**config.mk**
```make
export PLATFORM = sky130hd
export DESIGN_NAME = lc3_mem_arbiter
export DESIGN_NICKNAME = d
export VERILOG_FILES = /design/src/rtl/lc3_mem_pkg.sv /design/src/rtl/lc3_rr_arb2.sv /design/src/rtl/lc3_mem_arbiter.sv
export SDC_FILE = /design/constraint.sdc
export NUM_CORES = 1
export LEC_CHECK = 0
export CAP_MARGIN = 30
export CORE_MARGIN = 4
export CORE_UTILIZATION = 41
export CTS_BUF_LIST = sky130_fd_sc_hd__clkbuf_8
export DETAILED_ROUTE_END_ITERATION = 8
export PLACE_DENSITY = 0.81
export SYNTH_ARGS = -nofsm -noshare
export SYNTH_HDL_FRONTEND = slang
export SYNTH_SLANG_ARGS = --single-unit
export TNS_END_PERCENT = 1
```
**constraint.sdc**
```tcl
create_clock -name clk -period 1.7 [get_ports clk]
set_input_delay 0.34 -clock clk [delete_from_list [all_inputs] [get_ports clk]]
set_output_delay 0.34 -clock clk [all_outputs]
set_load 0.01 [all_outputs]
```
**src/rtl/lc3_mem_pkg.sv**
```systemverilog
// Shared definitions for the LC-3 memory arbiter: FSM states, port ids, direction codes
// and default widths.
package lc3_mem_pkg;

    localparam int DATA_WIDTH_DEF     = 16;
    localparam int ADDR_WIDTH_DEF     = 16;
    localparam int TIMEOUT_CYCLES_DEF = 15;

    localparam logic PORT_FETCH = 1'b0;
    localparam logic PORT_DATA  = 1'b1;

    localparam logic R_W_READ  = 1'b0;
    localparam logic R_W_WRITE = 1'b1;

    typedef enum logic [1:0] {
        IDLE  = 2'd0,
        ISSUE = 2'd1,
        WAIT  = 2'd2,
        RESP  = 2'd3
    } state_t;

endpackage

```
**src/rtl/lc3_rr_arb2.sv**
```systemverilog
// Two-way round-robin grant. On a tie the port not granted last wins; the last-grant
// pointer moves only on the update strobe.
module lc3_rr_arb2
    import lc3_mem_pkg::*;
(
    input  logic       clk,
    input  logic       reset,
    input  logic [1:0] req,
    input  logic       update,
    input  logic       upd_id,
    output logic       gnt_id,
    output logic       any
);

    logic last;

    // Resetting to PORT_DATA makes the fetch port win the first tie.
    always_ff @(posedge clk) begin
        if (reset)       last <= PORT_DATA;
        else if (update) last <= upd_id;
    end

    always_comb begin
        any    = |req;
        gnt_id = PORT_FETCH;
        if (req[0] && req[1]) gnt_id = ~last;
        else if (req[1])      gnt_id = PORT_DATA;
    end

endmodule

```
**src/rtl/lc3_mem_arbiter.sv**
```systemverilog
// Two-port round-robin arbiter and access sequencer for the single-port LC-3 RAM.
// Optional WAIT-state timeout is enabled with `define LC3_MEM_ARBITER_TIMEOUT_EN.
module lc3_mem_arbiter
    import lc3_mem_pkg::*;
#(
    parameter int DATA_WIDTH     = DATA_WIDTH_DEF,
    parameter int ADDR_WIDTH     = ADDR_WIDTH_DEF,
    parameter int TIMEOUT_CYCLES = TIMEOUT_CYCLES_DEF
) (
    input  logic                  clk,
    input  logic                  reset,
    input  logic                  req0,
    input  logic                  r_w0,
    input  logic [ADDR_WIDTH-1:0] addr0,
    input  logic [DATA_WIDTH-1:0] wdata0,
    output logic                  ack0,
    output logic [DATA_WIDTH-1:0] rdata0,
    input  logic                  req1,
    input  logic                  r_w1,
    input  logic [ADDR_WIDTH-1:0] addr1,
    input  logic [DATA_WIDTH-1:0] wdata1,
    output logic                  ack1,
    output logic [DATA_WIDTH-1:0] rdata1,
    output logic                  ram_cs,
    output logic                  ram_r_w,
    output logic [ADDR_WIDTH-1:0] ram_addr,
    output logic [DATA_WIDTH-1:0] ram_data_in,
    input  logic                  ram_ready,
    input  logic [DATA_WIDTH-1:0] ram_data_out,
    output logic                  busy,
    output logic                  timeout_err
);

    state_t                state, next;
    logic                  gnt_id, gnt_any;
    logic                  g_id, g_rw;
    logic [ADDR_WIDTH-1:0] g_addr;
    logic [DATA_WIDTH-1:0] g_wdata;
    logic                  to_hit;

    lc3_rr_arb2 u_arb (
        .clk    (clk),
        .reset  (reset),
        .req    ({req1, req0}),
        .update (state == RESP),
        .upd_id (g_id),
        .gnt_id (gnt_id),
        .any    (gnt_any)
    );

`ifdef LC3_MEM_ARBITER_TIMEOUT_EN
    localparam int CW = $clog2(TIMEOUT_CYCLES + 1);
    logic [CW-1:0] wait_cnt;
    logic          err_q;

    // Held at zero outside WAIT, so every WAIT entry starts a fresh count.
    assign to_hit = (state == WAIT) && !ram_ready && (wait_cnt == CW'(TIMEOUT_CYCLES - 1));

    always_ff @(posedge clk) begin
        if (reset) begin
            wait_cnt <= '0;
            err_q    <= 1'b0;
        end else begin
            wait_cnt <= (state == WAIT) ? wait_cnt + 1'b1 : '0;
            if (to_hit) err_q <= 1'b1;
        end
    end

    assign timeout_err = err_q;
`else
    assign to_hit      = 1'b0;
    assign timeout_err = 1'b0;
`endif

    always_comb begin
        next = state;
        case (state)
            IDLE:    if (gnt_any) next = ISSUE;
            ISSUE:   next = WAIT;
            WAIT:    if (ram_ready || to_hit) next = RESP;
            RESP:    next = IDLE;
            default: next = IDLE;
        endcase
    end

    always_ff @(posedge clk) begin
        if (reset) begin
            state   <= IDLE;
            g_id    <= PORT_FETCH;
            g_rw    <= 1'b0;
            g_addr  <= '0;
            g_wdata <= '0;
            rdata0  <= '0;
            rdata1  <= '0;
        end else begin
            state <= next;
            if (state == IDLE && gnt_any) begin
                g_id    <= gnt_id;
                g_rw    <= (gnt_id == PORT_DATA) ? r_w1   : r_w0;
                g_addr  <= (gnt_id == PORT_DATA) ? addr1  : addr0;
                g_wdata <= (gnt_id == PORT_DATA) ? wdata1 : wdata0;
            end
            // A timed-out access returns zero instead of whatever is on the RAM bus.
            if (state == WAIT && (ram_ready || to_hit)) begin
                if (g_id == PORT_DATA) rdata1 <= ram_ready ? ram_data_out : '0;
                else                   rdata0 <= ram_ready ? ram_data_out : '0;
            end
        end
    end

    assign ram_cs      = (state == ISSUE);
    assign ram_r_w     = (state == ISSUE) && g_rw;
    assign ram_addr    = g_addr;
    assign ram_data_in = g_wdata;
    assign busy        = (state != IDLE);
    assign ack0        = (state == RESP) && (g_id == PORT_FETCH);
    assign ack1        = (state == RESP) && (g_id == PORT_DATA);

endmodule
```
==> reports/metrics.cfg, run 1 <==
[run_status]
status = complete, no violations

[power]
seq_power_share_pct = 34.6
p_per_area_nw_per_um2 = 1300
power.share.switching_pct = 33.1
power_switching_mw = 2.13
vdd_ir_drop_max_mv = 0.879
combPwrFrac_pct = 42.2
static-leakage-power_nw = 1.86
clkPwrFrac_pct = 23.1
intPower_mw = 4.32

[place]
dp_slack_ns = -0.0493
dp.cells = 596
gp_congestion = 0.757
hpwl_mm = 6.83
placed_area_um2 = 4740
port_buffers = 155

[setup_path]
cp-endpoint = ack1
worstPathMaxFanout = 4
startpoint_type = flop
worstSetupEndpointType = primary output
rr_startpoint = state[0]
rr_endpoint = ram_addr[11]
path_class = flop to primary output
critPathArrivalTime_ns = 1.31
critPathRequiredTime_ns = 1.36
cp-startpoint = state[0]
r2r_setup_slack_ns = 0.25
worst_r2r_path_depth = 7

[route]
first_pass_iters = 4
dr_total_vias = 3024
vias_per_cell = 4.94
totalWireLength_mm = 9.08
drc = 0
drt_iter0_markers = 145
antenna_left = 0
avgRoutedWirePerCell_um = 14.8

[sta]
setup_viol = 0
clock.fmax_ghz = 0.607
hold_violations = 0
timing.final.ws_setup_ns = 0.0524
clock_skew_ns = 0.00870
setup_tns_ns = 0
fin_crit_ns = 1.65
slew_violations = 0
layout_worst_path_cycle_share_pct = 96.9
rsz0062_at_grt = true

[flow_run]
drv_cap = 0

[grt]
grt_pass1_wl_mm = 14.5
grt_pass1_vias = 3026
grt_antenna_before_repair = 0
overflow = 0
grt_max_degree = 23
grt_util_all_layers_pct = 21.1

[logic_synthesis]
synthTopCellsByCount = nand2_1 (97), dfxtp_1 (69), a21oi_1 (66), nor2_1 (35), a211oi_2 (29)
yosys-top-cells-area = dfxtp_1 (46%), nand2_1 (12%), a211oi_2 (12%), a21oi_1 (11%), nor2_1 (4.4%)
synthMuxAreaShare_pct = 0.337
yosys_warnings = 0
synth_compound_area_share_pct = 27.0
synth_xor_area_share_pct = 0
synthAdderAreaFrac_pct = 1.68
synthCells = 355
avgSynthCellArea_um2 = 8.37
synth.most_common_cell = nand2_1
synth_seq_cells = 69
synth-main-ff-cell = dfxtp_1
synth_top_area_share_pct = 46.5
syn-num-nets = 446
yosys.area.top_type = dfxtp_1
async_flop_share_pct = 0
yosysSeqAreaShare_pct = 46.5
synth_top_family_by_area = compound AO/OA/AOI/OAI gates
synth_enable_flop_cells = 0
synth_area_um2 = 2970
yosysUniqueCellTypes = 30
synth-simple-area-share_pct = 18.4

[clock_tree]
clock_path_buffers = 2
cts_setup_buffers = 0
cts_hold_buffers = 0
cts_tree = yes
cts_sinks = 69
cts_root_buffer = clkbuf_8
numCtsBuffers = 9
clkTransAtPathRegs_ns = 0.07
clkLatencyLatePin_ns = 0.34
ctsHtreeMaxLevel = 3

[die]
die_x_um = 93.1
dieHeight_um = 93.1
fp.dieArea_um2 = 8670
core_um2 = 6910
rows = 30
ios = 157
initial_utilization_pct = 43.0

[layout]
fin_cells = 612
fin_nets = 602
area_growth_pct = 66.8
diodes = 0
multi_input_area_um2 = 1420
fin_area_um2 = 4960
fillers = 573
regArea_um2 = 1390
drive_gt1_share_pct = 14.1

[worst_hold_path]
hold_class = input pin to flop

## power by group through the flow
stage               clock network [mW]  logic, mW  registers (mW)
floorplan                            0       1.19            2.40
global placement                     0       2.70            2.24
detailed placement                   0       2.77            2.25
CTS                               1.52       2.76            2.23
global route                      1.59       2.95            2.29
finish                            1.49       2.72            2.23
## state kept, by name, summed over array words and instances, names as in the netlist
name / flops
ram_data_in: 16
g_id: 1
g_rw: 1
ram_addr: 16
state: 2
u_arb.last: 1
rdata1: 16
rdata0: 16
## kinds of logic (layout without fill, tap and decap cells)
family,Yosys count,count (layout)
adder cells (fa/ha/maj),4,4
AND/OR/NAND/NOR,140,140
AO/OA/AOI/OAI,107,107
flip-flops,69,69
buffers and inverters,33,194
other,1,1
multiplexers,1,1
## layout make-up
cell class,count,share of cell area [%]
clock buffer,10,2.78
timing repair buffer,173,36.1
clock inverter,6,1.74
tap,96,2.42
multi-input combinational,253,28.6
inverter,5,0.379
sequential,69,28.0
## routing by layer
metal  wire [um]  part of all wire [%]  track usage [%]  up-vias
li1            -                     -                -     1501
met1        3720                    41             25.7     1381
met2        4530                    50             35.4      127
met3         649                   7.1             5.07       15
met4         184                   2.0             9.28        0
met5           0                     0                0        -
## worst min path at each step
stage | end | cells past startpoint | slack [ns] | startpoint
after floorplan | g_rw | 2 | 0.47 | g_rw
after global placement | rdata0[12] | 2 | 0.44 | rdata0[12]
after detailed placement | rdata0[2] | 2 | 0.45 | rdata0[2]
after CTS | ram_data_in[5] | 2 | 0.34 | reset
after global routing | ram_data_in[5] | 2 | 0.35 | reset
final | ram_data_in[5] | 2 | 0.35 | reset
## through the flow
| stage | total power, mW | hold WS [ns] | util (%) |
|---|---|---|---|
| global route | 6.82 | 0.351 | 71.8 |
| detailed placement | 5.02 | 0.447 | 68.7 |
| floorplan | 3.59 | 0.474 | - |
| finish | 6.45 | 0.347 | 71.8 |
| CTS | 6.51 | 0.339 | 71.9 |
| global placement | 4.94 | 0.441 | 68.7 |
## cell usage in the layout (no fill, tap or decap), types with 3 or more instances in the layout
| cell | instances |
|---|---|
| clkdlybuf4s50_1 | 149 |
| buf_12 | 10 |
| inv_1 | 5 |
| a211oi_2 | 29 |
| nand2_1 | 97 |
| clkbuf_8 | 10 |
| dfxtp_1 | 67 |
| a21oi_1 | 66 |
| nor2_1 | 35 |
| a211oi_1 | 4 |
| ha_1 | 3 |
| buf_4 | 8 |
## what timing repair did
| item | CTS | global route |
|---|---|---|
| pin swaps | 0 | 0 |
| resized for setup | 11 | 6 |
| setup endpoints to repair | 5 | 4 |
## worst max-delay path, stage by stage (launching register included)
cell,delay (ns)
dfxtp_4,0.36
ha_1,0.20
and2_1,0.17
clkdlybuf4s15_1,0.24
(Power assumes the default switching activity.)
==> inputs of run 2 (changes only) <==
--- a/config.mk
+++ b/config.mk
@@ -6,7 +6,7 @@
 export NUM_CORES = 1
 export LEC_CHECK = 0
 export CAP_MARGIN = 30
-export CORE_MARGIN = 4
+export CORE_MARGIN = 10
 export CORE_UTILIZATION = 41
 export CTS_BUF_LIST = sky130_fd_sc_hd__clkbuf_8
 export DETAILED_ROUTE_END_ITERATION = 8
==> run 2 against run 1 <==
First-iteration DRC count fell by 12%. Count of clock-buffer cells in the layout fell by 1. Sequential share of layout area rose by 0.32 points. Global-route usage fell by 3.1 points. Maximum frequency fell by 0.29%. Clock skew rose by 0.0032 ns. Clock power fell by 10%. Register-to-register slack got worse by 0.03 ns. Total power fell by 2.0%. Highest routed layer unchanged. Cell area fell by 1.3%.
==> reports/metrics.cfg, run 2 (synthesis results as in run 1) <==
[die]
rows = 30  ; unchanged
die_x_um = 105  ; was 93.1 um
initial_utilization_pct = 43.0  ; unchanged
dieHeight_um = 105  ; was 93.1 um
core_um2 = 6910  ; unchanged
fp.dieArea_um2 = 11100  ; was 8670 um^2
ios = 157  ; unchanged

[power]
total_power_mw = 6.32  ; was 6.45 mW
vdd_ir_drop_max_mv = 0.682  ; was 0.879 mV
seq_power_share_pct = 35.3  ; was 34.6%
power.share.switching_pct = 34.6  ; was 33.1%
combPwrFrac_pct = 43.5  ; was 42.2%
clkPwrFrac_pct = 21.2  ; was 23.1%
power_switching_mw = 2.19  ; was 2.13 mW
intPower_mw = 4.13  ; was 4.32 mW
static-leakage-power_nw = 1.83  ; was 1.86 nW
p_per_area_nw_per_um2 = 1290  ; was 1300 nW/um^2

[setup_path]
cp-endpoint = ack1  ; unchanged
cp_slowest_cell = dfxtp_2  ; was dfxtp_4
critPathBufInv = 1  ; unchanged
rr_startpoint = state[0]  ; unchanged
cp_slowest_stage_delay_ns = 0.34  ; was 0.36 ns
cp_cell_sequence = ha_1, and2_1, clkdlybuf4s15_1  ; unchanged
cp_top_family = flip-flops  ; unchanged
critPathArrivalTime_ns = 1.31  ; about the same
worstPathMaxFanout = 4  ; unchanged
worstSetupEndpointType = primary output  ; unchanged
crit_cells = 3  ; unchanged
critPathRequiredTime_ns = 1.36  ; about the same
startpoint_type = flop  ; unchanged
rr_endpoint = ram_addr[5]  ; was ram_addr[11]
worst_r2r_path_depth = 7  ; unchanged
cp-startpoint = state[0]  ; unchanged
path_class = flop to primary output  ; unchanged
r2r_setup_slack_ns = 0.22  ; was 0.25 ns

[sta]
timing.final.ws_setup_ns = 0.0476  ; was 0.0524 ns
fin_crit_ns = 1.65  ; about the same
rsz0062_at_grt = false  ; was true
hold_violations = 0  ; unchanged
slew_violations = 0  ; unchanged
whs_ns = 0.363  ; was 0.347 ns
clock_skew_ns = 0.0119  ; was 0.00870 ns
setup_viol = 0  ; unchanged
layout_worst_path_cycle_share_pct = 97.2  ; was 96.9%
clock.fmax_ghz = 0.605  ; was 0.607 GHz

[clock_tree]
clock_path_buffers = 2  ; unchanged
cts_hold_buffers = 0  ; unchanged
cts_root_buffer = clkbuf_8  ; unchanged
cts_sinks = 69  ; unchanged
clkTransAtPathRegs_ns = 0.08  ; was 0.07 ns
clkLatencyLatePin_ns = 0.35  ; was 0.34 ns
ctsHtreeMaxLevel = 3  ; unchanged
cts_tree = yes  ; unchanged
numCtsBuffers = 9  ; unchanged

[grt]
grt_util_all_layers_pct = 18.0  ; was 21.1%
overflow = 0  ; unchanged
grt_max_degree = 34  ; was 23
grt_pass1_vias = 3126  ; was 3026
grt_antenna_before_repair = 0  ; unchanged
grt_pass1_wl_mm = 16.3  ; was 14.5 mm

[run_status]
status = complete, no violations  ; unchanged

[worst_hold_path]
hold_class = input pin to flop  ; unchanged

[layout]
mostFrequentLayoutCells = clkdlybuf4s50_1 (149), nand2_1 (97), dfxtp_1 (67)  ; unchanged
final_common_cell = clkdlybuf4s50_1  ; unchanged
multi_input_area_um2 = 1420  ; about the same
area_growth_pct = 64.6  ; was 66.8%
fin_nets = 601  ; was 602
fin_util_pct = 70.8  ; was 71.8%
fillers = 575  ; was 573
diodes = 0  ; unchanged
drive_gt1_share_pct = 13.8  ; was 14.1%
regArea_um2 = 1380  ; was 1390 um^2
fin_cells = 611  ; was 612

[flow_run]
drv_cap = 0  ; unchanged

[route]
first_pass_iters = 5  ; was 4
avgRoutedWirePerCell_um = 16.8  ; was 14.8 um
dr_total_vias = 3077  ; was 3024
drc = 0  ; unchanged
vias_per_cell = 5.04  ; was 4.94
totalWireLength_mm = 10.3  ; was 9.08 mm
drt_iter0_markers = 127  ; was 145
antenna_left = 0  ; unchanged

[place]
port_buffers = 155  ; unchanged
gp_congestion = 0.745  ; was 0.757
dp.cells = 594  ; was 596
dp_slack_ns = -0.0717  ; was -0.0493 ns
hpwl_mm = 7.89  ; was 6.83 mm

-- run 2: changes by cell type in the layout (fill, tap and decap cells not counted), sizes merged --
cell	before	now
clkdlybuf4s15	1	3
buf	20	19
inv	5	7
clkbuf	12	9
bufinv	2	1
-- run 2: worst register-to-register path: stages (launching register included) --
cell and delay, ns:
dfxtp_2 0.35, inv_1 0.06, ha_1 0.22, buf_4 0.15, o21ai_2 0.08, buf_4 0.24, a21oi_1 0.08, a211oi_2 0.21
-- run 2: per-stage QoR --
step                      setup TNS (ns)  area (um^2)
after CTS                        -0.0214         4890
after floorplan                        0         2970
final                                  0         4890
after global placement            -0.411         4690
after global routing                   0         4890
after detailed placement          -0.770         4690
-- run 2: per-layer routing --
metal  part of all wire (%)  global-route usage (%)  up-vias
met4                    2.3                    7.45        0
met3                    8.3                    7.19       15
met1                     39                    19.4     1449
met2                     51                    30.8      116
li1                       -                       -     1497
met5                      0                       0        -
-- run 2: worst min-delay path by stage --
stage | from | to | slack [ns] | cells past startpoint
final | reset | ram_addr[0] | 0.36 | 2
after global routing | reset | ram_data_in[13] | 0.37 | 2
after CTS | reset | ram_addr[0] | 0.36 | 2
after detailed placement | rdata1[15] | rdata1[15] | 0.45 | 2
after global placement | rdata0[12] | rdata0[12] | 0.44 | 2
after floorplan | g_rw | g_rw | 0.47 | 2
-- run 2: cell type report --
cell class | instances | area share [%]
Clock buffer | 9 | 2.53
Sequential cell | 69 | 28.3
Timing Repair Buffer | 172 | 35.9
Multi-Input combinational cell | 253 | 28.9
Tap cell | 96 | 2.46
Inverter | 5 | 0.384
Clock inverter | 7 | 1.51
-- run 2: repair_timing --
action | CTS | global route
setup buffers | 0 | 1
setup endpoints to repair | 5 | 4
gates resized for setup | 12 | 3
endpoints found under the hold margin | 0 | 0
-- run 2: power by group through the flow --
stage | combinational (mW) | clock, mW | sequential [mW]
6_report | 2.75 | 1.34 | 2.23
5_1_grt | 2.99 | 1.42 | 2.28
4_1_cts | 2.77 | 1.36 | 2.23
3_5_place_dp | 2.78 | 0 | 2.26
3_3_place_gp | 2.71 | 0 | 2.24
2_1_floorplan | 1.19 | 0 | 2.40
==> inputs of run 3 (changes only) <==
--- a/config.mk
+++ b/config.mk
@@ -9,7 +9,9 @@
 export CORE_MARGIN = 10
 export CORE_UTILIZATION = 41
 export CTS_BUF_LIST = sky130_fd_sc_hd__clkbuf_8
+export CTS_CLUSTER_SIZE = 20
 export DETAILED_ROUTE_END_ITERATION = 8
+export MAX_ROUTING_LAYER = met4
 export PLACE_DENSITY = 0.81
 export SYNTH_ARGS = -nofsm -noshare
 export SYNTH_HDL_FRONTEND = slang
==> run 3 against run 2 <==
Total power fell by 0.12%. Highest routed layer unchanged. Maximum frequency rose by 0.40%. Register-to-register slack is essentially flat. Worst setup slack gained 0.0066 ns.
==> reports/metrics.cfg, run 3 (synthesis results as in run 1) <==
[power]
total_power_mw = 6.31  ; was 6.32 mW
vdd_ir_drop_max_mv = 0.681  ; was 0.682 mV
p_per_area_nw_per_um2 = 1290  ; about the same
static-leakage-power_nw = 1.83  ; unchanged

[layout]
drive_gt1_share_pct = 13.8  ; unchanged
fin_util_pct = 70.8  ; unchanged
area_growth_pct = 64.6  ; unchanged
fin_nets = 601  ; unchanged
final_common_cell = clkdlybuf4s50_1  ; unchanged
diodes = 0  ; unchanged
mostFrequentLayoutCells = clkdlybuf4s50_1 (149), nand2_1 (97), dfxtp_1 (67)  ; unchanged

[grt]
grt_max_degree = 34  ; unchanged
grt_antenna_before_repair = 0  ; unchanged
grt_pass1_wl_mm = 16.3  ; about the same
grt_pass1_vias = 3125  ; was 3126
grt_util_all_layers_pct = 18.6  ; was 18.0%
overflow = 0  ; unchanged

[route]
drt_iter0_markers = 102  ; was 127
totalWireLength_mm = 10.2  ; was 10.3 mm
dr_total_vias = 3052  ; was 3077
avgRoutedWirePerCell_um = 16.8  ; about the same
antenna_left = 0  ; unchanged
drc = 0  ; unchanged
vias_per_cell = 5.00  ; was 5.04
first_pass_iters = 4  ; was 5

[sta]
slew_violations = 0  ; unchanged
clock_skew_ns = 0.0112  ; was 0.0119 ns
clock.fmax_ghz = 0.608  ; was 0.605 GHz
fin_crit_ns = 1.65  ; about the same
layout_worst_path_cycle_share_pct = 96.8  ; was 97.2%
setup_viol = 0  ; unchanged
hold_violations = 0  ; unchanged
rsz0062_at_grt = false  ; unchanged

[clock_tree]
clkLatencyLatePin_ns = 0.34  ; was 0.35 ns
cts_tree = yes  ; unchanged
cts_root_buffer = clkbuf_8  ; unchanged
cts_sinks = 69  ; unchanged
numCtsBuffers = 9  ; unchanged
cts_hold_buffers = 0  ; unchanged
clock_path_buffers = 2  ; unchanged
ctsHtreeMaxLevel = 3  ; unchanged
clkTransAtPathRegs_ns = 0.08  ; about the same

[setup_path]
worstSetupEndpointType = primary output  ; unchanged
worstPathMaxFanout = 4  ; unchanged
critPathArrivalTime_ns = 1.31  ; about the same
startpoint_type = flop  ; unchanged
critPathRequiredTime_ns = 1.36  ; about the same
path_class = flop to primary output  ; unchanged

[die]
core_um2 = 6910  ; unchanged
rows = 30  ; unchanged
fp.dieArea_um2 = 11100  ; unchanged
dieHeight_um = 105  ; unchanged
ios = 157  ; unchanged
die_x_um = 105  ; unchanged
initial_utilization_pct = 43.0  ; unchanged

[place]
hpwl_mm = 7.89  ; unchanged
port_buffers = 155  ; unchanged
gp_congestion = 0.754  ; was 0.745

[run_status]
status = complete, no violations  ; unchanged

[flow_run]
drv_cap = 0  ; unchanged

[worst_hold_path]
hold_class = input pin to flop  ; unchanged

## run 3: cell counts in the layout (fill, tap and decap cells not counted)
Identical to the previous run, type by type.
## run 3: critical path, stage by stage, from the launching register on
cell and delay [ns]:
dfxtp_2 0.34, ha_1 0.20, and2_1 0.17, clkdlybuf4s15_1 0.26
## run 3: timing repair
action,CTS,global route
resized for setup,12,3
setup endpoints to repair,5,4
pin swaps,0,0
gates cloned,0,0
setup buffers,0,1
## run 3: where the power goes
group | switching [mW] | internal [mW]
logic | 1.30 | 1.44
registers | 0.223 | 2.01
clock network | 0.655 | 0.685
total | 2.18 | 4.13
## run 3: final cells by class
type / count / area, um^2
Multi-Input combinational cell: 253 / 1420
Tap cell: 96 / 120
Fill cell: 575 / 2010
Clock buffer: 9 / 124
Clock inverter: 7 / 73.8
Sequential cell: 69 / 1380
Inverter: 5 / 18.8
Timing Repair Buffer: 172 / 1760
## run 3: worst paths after layout
check | from | slack, ns | endpoint | cells after the start
max | state[0] | 0.05 | ack1 | 3
max reg2reg | state[0] | 0.23 | ram_addr[5] | 7
min reg2reg | rdata1[1] | 0.46 | rdata1[1] | 2
min | reset | 0.36 | ram_addr[0] | 2
## run 3: metrics by stage
| stage | setup TNS [ns] | cells | area [um^2] | hold slack (ns) | setup WS [ns] |
|---|---|---|---|---|---|
| after floorplan | 0 | 355 | 2970 | 0.474 | 0.327 |
| after global placement | -0.411 | 594 | 4690 | 0.441 | -0.0376 |
| after detailed placement | -0.770 | 594 | 4690 | 0.447 | -0.0717 |
| after CTS | -0.0214 | 610 | 4890 | 0.358 | -0.0214 |
| after global routing | 0 | 611 | 4890 | 0.370 | 0.00896 |
| final | 0 | 611 | 4890 | 0.356 | 0.0542 |
## run 3: layer usage
layer / up-vias / GRT usage (%) / share of wire, %
met5: - / - / 0
met4: 0 / 7.45 / 2.2
met3: 14 / 5.65 / 6.5
met2: 108 / 30.7 / 51
met1: 1434 / 20.4 / 41
li1: 1496 / - / -
